### src/rtl/button_event_decoder.sv
// Classifies debounced button gestures into single/double/long events.
// Optional event counter enabled by defining BUTTON_EVENT_COUNT_EN.
module button_event_decoder #(
  parameter int LONG_CYCLES = 1000,
  parameter int GAP_CYCLES  = 400,
  parameter int CNT_W       = 16
) (
  input  logic       clk,
  input  logic       rst_n,
  input  logic       btn,
  output logic       single_o,
  output logic       double_o,
  output logic       long_o,
  output logic       hold_o,
  output logic       busy_o,
  output logic [7:0] event_cnt_o
);

  typedef enum logic [2:0] {
    IDLE,
    PRESS1,
    LONG_HOLD,
    WAIT2,
    PRESS2
  } state_t;

  localparam logic [CNT_W-1:0] LONG_LAST = CNT_W'(LONG_CYCLES - 1);
  localparam logic [CNT_W-1:0] GAP_LAST  = CNT_W'(GAP_CYCLES - 1);

  state_t           state, state_d;
  logic [CNT_W-1:0] cnt, cnt_d;
  logic             btn_q;
  logic             rise, fall;
  logic             single_d, double_d, long_d;

  assign rise = btn & ~btn_q;
  assign fall = ~btn & btn_q;

  always_ff @(posedge clk) begin
    if (!rst_n) begin
      state    <= IDLE;
      cnt      <= '0;
      btn_q    <= 1'b0;
      single_o <= 1'b0;
      double_o <= 1'b0;
      long_o   <= 1'b0;
      hold_o   <= 1'b0;
      busy_o   <= 1'b0;
    end else begin
      state    <= state_d;
      cnt      <= cnt_d;
      btn_q    <= btn;
      single_o <= single_d;
      double_o <= double_d;
      long_o   <= long_d;
      hold_o   <= (state_d == LONG_HOLD);
      busy_o   <= (state_d != IDLE);
    end
  end

  // Fall beats the long timeout, rise beats the gap timeout.
  always_comb begin
    state_d = state;
    unique case (state)
      IDLE: begin
        if (rise) state_d = PRESS1;
      end
      PRESS1: begin
        if (fall) state_d = WAIT2;
        else if (cnt == LONG_LAST) state_d = LONG_HOLD;
      end
      LONG_HOLD: begin
        if (fall) state_d = IDLE;
      end
      WAIT2: begin
        if (rise) state_d = PRESS2;
        else if (cnt == GAP_LAST) state_d = IDLE;
      end
      PRESS2: begin
        if (fall) state_d = IDLE;
      end
      default: state_d = IDLE;
    endcase
  end

  // Counter restarts on every state entry; it only runs while timing.
  always_comb begin
    cnt_d    = cnt;
    single_d = 1'b0;
    double_d = 1'b0;
    long_d   = 1'b0;
    if (state_d != state) begin
      cnt_d = '0;
    end else if (state == PRESS1 || state == WAIT2) begin
      cnt_d = cnt + CNT_W'(1);
    end
    unique case (1'b1)
      (state == PRESS1): long_d = ~fall & (cnt == LONG_LAST);
      (state == WAIT2):  single_d = ~rise & (cnt == GAP_LAST);
      (state == PRESS2): double_d = fall;
      default: ;
    endcase
  end

`ifdef BUTTON_EVENT_COUNT_EN
  logic [7:0] ev_cnt;

  always_ff @(posedge clk) begin
    if (!rst_n) begin
      ev_cnt <= '0;
    end else if (single_o | double_o | long_o) begin
      ev_cnt <= ev_cnt + 8'd1;
    end
  end

  assign event_cnt_o = ev_cnt;
`else
  assign event_cnt_o = 8'd0;
`endif

endmodule

### config.mk
export PLATFORM = sky130hd
export DESIGN_NAME = button_event_decoder
export DESIGN_NICKNAME = d
export VERILOG_FILES = /design/src/rtl/button_event_decoder.sv
export SDC_FILE = /design/constraint.sdc
export NUM_CORES = 1
export LEC_CHECK = 0
export CORE_MARGIN = 2
export CORE_UTILIZATION = 52
export CTS_BUF_LIST = sky130_fd_sc_hd__clkbuf_4 sky130_fd_sc_hd__clkbuf_8
export DETAILED_ROUTE_END_ITERATION = 8
export PLACE_DENSITY = 0.9
export SYNTH_ARGS = -nofsm -noshare
export SYNTH_HDL_FRONTEND = slang
export SYNTH_SLANG_ARGS = --single-unit
### constraint.sdc
create_clock -name clk -period 1.91 [get_ports clk]
set_input_delay 0.191 -clock clk [delete_from_list [all_inputs] [get_ports clk]]
set_output_delay 0.191 -clock clk [all_outputs]
set_load 0.005 [all_outputs]
Yosys cells after proc, flatten, opt, wreduce, memory -nomap -nowiden --
Cells that the tools add are included.
Storage, ports and cells: bits in writable memories 0, memories kept 0, memory bits (read-only) 0, flip-flop bits (word level) 25, bits in latches 0, word-level logic and storage cells 41, input port bits 3
Cells by class: bitwise gates (word level) 9, shifts and indexed selects 0, divide/modulo/power cells 0, muxes and demuxes 7, multipliers 0, eq/ne operators 8, reductions and logical operators 8, order comparisons 0, add/sub/neg operators 1
Operators by type and width (count):
- $mux 3 | 6
- $add 16x1->16 const B | 1
- $eq 16x10->1 const B | 1
- $eq 16x9->1 const B | 1
- $pmux 3 s4 | 1
- $eq 3x2->1 const B | 3
- $reduce_and 2->1 | 3
- $not 1->1 | 5
- $and 1x1->1 | 4
- $reduce_or 2->1 | 2
- $eq 3x1->1 const B | 1
- $eq 3x3->1 const B | 1
- $logic_not 3->1 | 1
- $ne 3x3->1 | 1
- $reduce_bool 3->1 | 1
- $logic_or 1x1->1 | 1

Logic depth before layout (Yosys ltp) --
Gate-level depths: netlist of the first run.
depth in word-level cells 6, gate-level depth with buffers 7

Worst setup path after synthesis of the first run --
OpenSTA, ideal clock, no wires.
path kind flip-flop to flip-flop, start point register cnt[10], end point register cnt[10], slack 95 ps, buffers on the path 1, arrival 1699 ps, cell stages (with the launch flop) 7, cell sequence dfxtp_1 or4_4 nor3_4 a21oi_2 o211ai_4 buf_6 nor2_2
On the way: word-level cells in the longest chain between the ends 6, elaborated cells on any way between the ends 10, classes of those cells 1 x add/sub; 3 x eq/ne; 5 x mux; 1 x reduce/logical
RTL lines:
- from (decl) | line 31 | logic [CNT_W-1:0] cnt, cnt_d;
- from (signal assigned) | line 51 | cnt <= cnt_d;
- $eq 16x9->1 or $eq 16x10->1 (tied branches) | line 77, 70
- $mux 3, on equally long branches | line 77, 70
- $mux 3, on equally long branches | line 76, 69
- $pmux 3 s4 | line 64 | unique case (state)
- $ne 3x3->1 | line 92 | if (state_d != state) begin
- $reduce_or 2->1 (no source line)
Parallel ways exist; a longest one is shown, timed or not. A chain may end at the register's enable or synchronous reset.

Worst setup path in the final report of the first run --
start point register cnt[3], end point register cnt[4]
The elaborated chain is that of the path after synthesis.

==> flow_summary.json, run 1 <==
{
  "ys_top_cells_by_area": "dfxtp_1, xor2_1, nor2_2",
  "hold_depth": 2,
  "io_buffers": 7,
  "fp.dieH_um": 55.8,
  "drive_gt1_frac": 0.244,
  "synth_flop_cell": "dfxtp_1",
  "drc_errors": 0,
  "rrSetupSlack_ns": 0.02,
  "clock-sinks": 25,
  "placed_area_um2": 1490,
  "fin_crit_ns": 1.89,
  "synth_cells": 154,
  "period_share": 0.990,
  "n_antenna_cell": 0,
  "slew_violations": 0,
  "ios": 16,
  "multi_input_area_um2": 806,
  "rows": 18,
  "setup_viol": 0,
  "synth.top_cell.area_share": 0.359,
  "drt_wl_total_mm": 2.81,
  "hpwlAfterDp_mm": 1.99,
  "vias": 1132,
  "grt_pass1_vias": 1086,
  "clockBufferDepth": 2,
  "grt_busiest_layer": "met2",
  "irDropWorstVdd_mv": 0.366,
  "reg2reg_depth": 5,
  "viasPerCell": 5.60,
  "n_fill_cell": 191,
  "grt_util_all_layers": 0.184,
  "sw_frac_of_total": 0.252,
  "clk_latency_ns": 0.32,
  "leakage_nw": 0.555,
  "regArea_um2": 504,
  "pwr-share-comb": 0.131,
  "areaGrowthSynthToFinish_pct": 13.7,
  "rsz0062_at_grt": "false",
  "htree_levels": 1,
  "yosysTopAreaCell": "dfxtp_1",
  "start_util": 0.557,
  "hp-start": "btn",
  "ys_ff_latch": 25,
  "start_kind": "flop",
  "worstPathRequired_ns": 2.14,
  "ant_nets": 0,
  "tightest_slew_ns": 0.697,
  "gr-usage-met3": 0.0326,
  "die_x_um": 55.8,
  "run_status": "finished, final reports clean",
  "maxCapViolCount": 0,
  "global_route.usage.met2": 0.320,
  "cts-root-buf": "clkbuf_4",
  "hp-class": "in2reg",
  "slew_headroom": 0.529,
  "synth_area_um2": 1390,
  "rr_endpoint": "cnt[4]",
  "synth_warnings": 0,
  "ys_seq_area_frac": 0.359,
  "numCtsBuffers": 3,
  "place_congestion": 0.811,
  "critPathArrivalTime_ns": 2.12,
  "fin_skew_ns": 0.00326,
  "power_frac_clock": 0.265,
  "drtIter0Drc": 45,
  "cts_hold_buf": 0,
  "timing.rr.start": "cnt[3]",
  "avgSynthCellArea_um2": 9.04,
  "dieArea_um2": 3110,
  "grt_max_degree": 17,
  "fmax_ghz": 0.529,
  "min_to": "btn_q",
  "intPower_mw": 0.665,
  "cts_tree": "done",
  "powerDensity_nw_per_um2": 561,
  "routedWlPerCell_um": 13.9,
  "gr-total-overflow": 0,
  "synthDistinctLibCells": 46,
  "async_reset_ff_frac": 0,
  "clkTransAtPathRegs_ns": 0.13,
  "grt_pass1_wl_mm": 4.65,
  "p_sw_mw": 0.224,
  "coreArea_um2": 2500,
  "hold_viol": 0,
  "seqPwrFrac": 0.605,
  "antenna_found_initial": 0,
  "fin_nets": 177,
  "cp-end-kind": "flop",
  "design_area_um2": 1580,
  "fin_tns_setup_ns": 0,
  "globalRouteMet1Util": 0.225,
  "crit_type": "reg2reg",
  "synth-edff-count": 0,
  "crit_fanout": 8,
  "first_pass_iters": 4
}
-- cell families (layout without fill, tap and decap cells) --
logic type	count (synthesis)	after routing	share of synthesized area
muxes	1	1	0.00719
other	1	8	0.00269
AOI/OAI and AO/OA	16	16	0.0908
xor gates and xnor gates	15	15	0.0943
DFF	25	25	0.359
adders and majority gates	1	1	0.00898
buffers and inverters	15	26	0.0898
and+or+nand+nor	80	80	0.347
-- repair_timing --
action / in CTS / in global routing
endpoints found under the setup margin: 0 / 16
resized for setup: 0 / 5
buffers inserted: 0 / 3
-- per-layer routing --
layer	share of wire	routed length (um)
met2	0.50	1400
met3	0.057	159
met5	0	0
met1	0.43	1200
met4	0.018	51
-- power by group through the flow --
stage	clock network, mW	logic (mW)	registers, mW
2_1_floorplan	0	0.0840	0.546
5_1_grt	0.265	0.128	0.539
3_3_place_gp	0	0.100	0.547
3_5_place_dp	0	0.104	0.548
6_report	0.235	0.116	0.537
4_1_cts	0.244	0.104	0.536
-- stage by stage --
stage	power [mW]	std cells	util	setup slack [ns]	hold slack [ns]
5_1_grt	0.932	202	0.634	0.0162	0.487
6_report	0.889	202	0.634	0.0198	0.479
3_5_place_dp	0.651	194	0.597	0.0575	0.538
4_1_cts	0.885	198	0.608	0.0383	0.487
3_3_place_gp	0.647	194	0.597	0.125	0.528
2_1_floorplan	0.630	161	-	0.0954	0.313
-- synth_stat cells (all sizes together) (2+ instances only) --
cell type and n:
a21oi 3, dfxtp 25, nand3 4, and2 3, nand4b 3, nor4b 2, nor2 26, buf 9
clkbuf 5, and3 2, xor2 8, nor4 3, nand2b 2, a21boi 3, nand2 12, and2b 2
and4 3, nand4 5, nor2b 4, xnor2 7, nor3 5, o211ai 3, o21ai 3
-- worst max-delay path, cell delays in order, from the launching register on --
cell	delay [ns]
dfxtp_1	0.47
nor4b_1	0.61
a21oi_2	0.19
o211ai_4	0.27
clkbuf_16	0.21
nor2_2	0.04
-- flip-flops by register name, indices dropped and copies added, names as in the netlist --
signal and cells:
cnt 16, state 3, btn_q 1, busy_o 1, double_o 1, hold_o 1, long_o 1, single_o 1
-- layout make-up --
class / count / share of cell area
clock buffer: 3 / 0.0142
multi-input combinational: 121 / 0.509
sequential: 25 / 0.318
timing repair buffer: 21 / 0.130
clock inverter: 1 / 0.00316
tap: 30 / 0.0237
inverter: 1 / 0.00237
-- worst max path at each step --
| stage | from | slack [ns] | depth (start not counted) | end |
|---|---|---|---|---|
| detailed placement | cnt[11] | 0.06 | 6 | cnt[13] |
| global route | cnt[11] | 0.02 | 6 | cnt[11] |
| finish | cnt[3] | 0.02 | 5 | cnt[4] |
| CTS | cnt[11] | 0.04 | 6 | cnt[0] |
| global placement | cnt[11] | 0.12 | 6 | cnt[0] |
| floorplan | cnt[10] | 0.1 | 6 | cnt[10] |
-- layout by cell type (no fill, tap or decap), types with 4 or more instances in the layout --
| cell | instances |
|---|---|
| dfxtp_1 | 22 |
| nor2_1 | 16 |
| nand2_1 | 12 |
| buf_4 | 12 |
| nor2_2 | 10 |
| xor2_1 | 8 |
| conb_1 | 8 |
| xnor2_1 | 7 |
| clkdlybuf4s50_1 | 7 |
| nand4_1 | 5 |
| nor3_1 | 4 |
| nor2b_1 | 4 |
| nand3_1 | 4 |
Power figures use the tool's default switching activity.
==> run 2: changes to the inputs <==
- CORE_UTILIZATION: 52 -> 57
- PLACE_DENSITY: 0.9 -> 0.93
- clock period: 1.91 -> 2.1 ns (I/O delays scaled with it)
==> flow_summary.json, run 2 (synthesis results as in run 1) <==
{
  "ant_nets": 0,
  "first_pass_iters": 4,
  "cp_slowest_cell": "or4_4",
  "drc_errors": 0,
  "largest_reg_flops": 16,
  "worst_path_dominant_cell_family": "simple AND/OR/NAND/NOR gates",
  "fin_nets": 166,
  "areaGrowthSynthToFinish_pct": 5.39,
  "layout_commonest_cell": "dfxtp_1",
  "maxCapViolCount": 0,
  "fp.dieH_um": 53.4,
  "tightest_slew_ns": 0.529,
  "worstPathRequired_ns": 2.32,
  "n_antenna_cell": 0,
  "n_fill_cell": 171,
  "multi_input_area_um2": 793,
  "io_buffers": 7,
  "rows": 17,
  "drt_wl_total_mm": 2.67,
  "hold_viol": 0,
  "leakage_nw": 0.488,
  "viasPerCell": 5.89,
  "reg.largest.list": "cnt x16, state x3",
  "final_cell_mix": "dfxtp_1, nor2_1, nand2_1",
  "crit_fanout": 15,
  "routedWlPerCell_um": 14.1,
  "fin_skew_ns": 0.00406,
  "cts_hold_buf": 0,
  "gr-total-overflow": 0,
  "drive_gt1_frac": 0.168,
  "slew_headroom": 0.644,
  "cp_cell_sequence": "or4_4 -> nor4_4 -> o21ai_2 -> o211ai_4 -> buf_12 -> nor2_2",
  "grt_util_all_layers": 0.202,
  "coreArea_um2": 2250,
  "irDropWorstVdd_mv": 0.438,
  "fin_tns_setup_ns": 0,
  "largest_register": "cnt",
  "grt_pass1_vias": 1002,
  "dieArea_um2": 2850,
  "slew_violations": 0,
  "cts-root-buf": "clkbuf_4",
  "critPathArrivalTime_ns": 2.17,
  "drtIter0Drc": 51,
  "regArea_um2": 500,
  "clkTransAtPathRegs_ns": 0.13,
  "vias": 1113,
  "hpwlAfterDp_mm": 1.88,
  "run_status": "finished, final reports clean",
  "place_congestion": 0.851,
  "die_x_um": 53.4,
  "critPathMaxStageDelay_ns": 0.59,
  "htree_levels": 1,
  "hp-class": "reg2reg",
  "clockBufferDepth": 2,
  "period_share": 0.928,
  "start_util": 0.618,
  "ios": 16,
  "numCtsBuffers": 3,
  "fmax_ghz": 0.513,
  "start_kind": "flop",
  "setup_viol": 0,
  "cp_num_buf_inv": 1,
  "clk_latency_ns": 0.32,
  "antenna_found_initial": 0,
  "grt_pass1_wl_mm": 4.17,
  "rsz0062_at_grt": "false",
  "powerDensity_nw_per_um2": 547,
  "cp-end-kind": "flop",
  "fin_crit_ns": 1.95,
  "grt_max_degree": 17,
  "crit_type": "reg2reg",
  "finalHoldWorstSlack_ns": 0.572,
  "cts_tree": "done",
  "clock-sinks": 25
}
## run 2: worst paths after layout
kind	cells after the start	end	slack (ns)	startpoint
max	6	cnt[11]	0.15	cnt[10]
min	2	cnt[1]	0.57	cnt[1]
max reg2reg	6	cnt[11]	0.15	cnt[10]
min reg2reg	2	cnt[1]	0.57	cnt[1]
## run 2: stage by stage
| stage | cell area [um2] | cells | total power, mW | utilization | setup WS [ns] |
|---|---|---|---|---|---|
| after floorplan | 1420 | 161 | 0.573 | - | 0.285 |
| after global placement | 1420 | 184 | 0.573 | 0.629 | 0.114 |
| after detailed placement | 1420 | 184 | 0.576 | 0.629 | 0.0418 |
| after CTS | 1450 | 188 | 0.793 | 0.642 | 0.0185 |
| after global routing | 1470 | 189 | 0.833 | 0.651 | 0.0904 |
| final | 1470 | 189 | 0.803 | 0.651 | 0.150 |
## run 2: worst reg2reg max path: stages (launching register included)
cell	delay, ns
dfxtp_1	0.37
or4_4	0.59
nor4_4	0.42
o21ai_2	0.12
o211ai_4	0.12
buf_12	0.18
nor2_2	0.06
## run 2: cell type report
class	instances	share of cell area
timing repair buffer	10	0.0716
inverter	1	0.00256
multi-input combinational	121	0.540
tap	28	0.0239
clock buffer	4	0.0205
sequential	25	0.341
## run 2: power breakdown
| part | total (mW) | switching (mW) | internal (mW) | leakage (nW) |
|---|---|---|---|---|
| sequential | 0.492 | 0.0102 | 0.482 | 0.202 |
| clock | 0.227 | 0.140 | 0.0873 | 0.0184 |
| combinational | 0.0835 | 0.0467 | 0.0368 | 0.267 |
## run 2: repair_timing
item	in CTS	in global routing
gates resized for setup	0	0
endpoints found under the setup margin	0	15
setup buffers	0	1
hold endpoints to repair	0	0
## run 2: metal layers
metal  global-route usage  vias to the layer above  share of wire
li1                     -                      529              -
met1                0.217                      540           0.42
met2                0.370                       38           0.51
met3               0.0593                        6          0.050
met4               0.0684                        0          0.013
met5                    0                        -              0
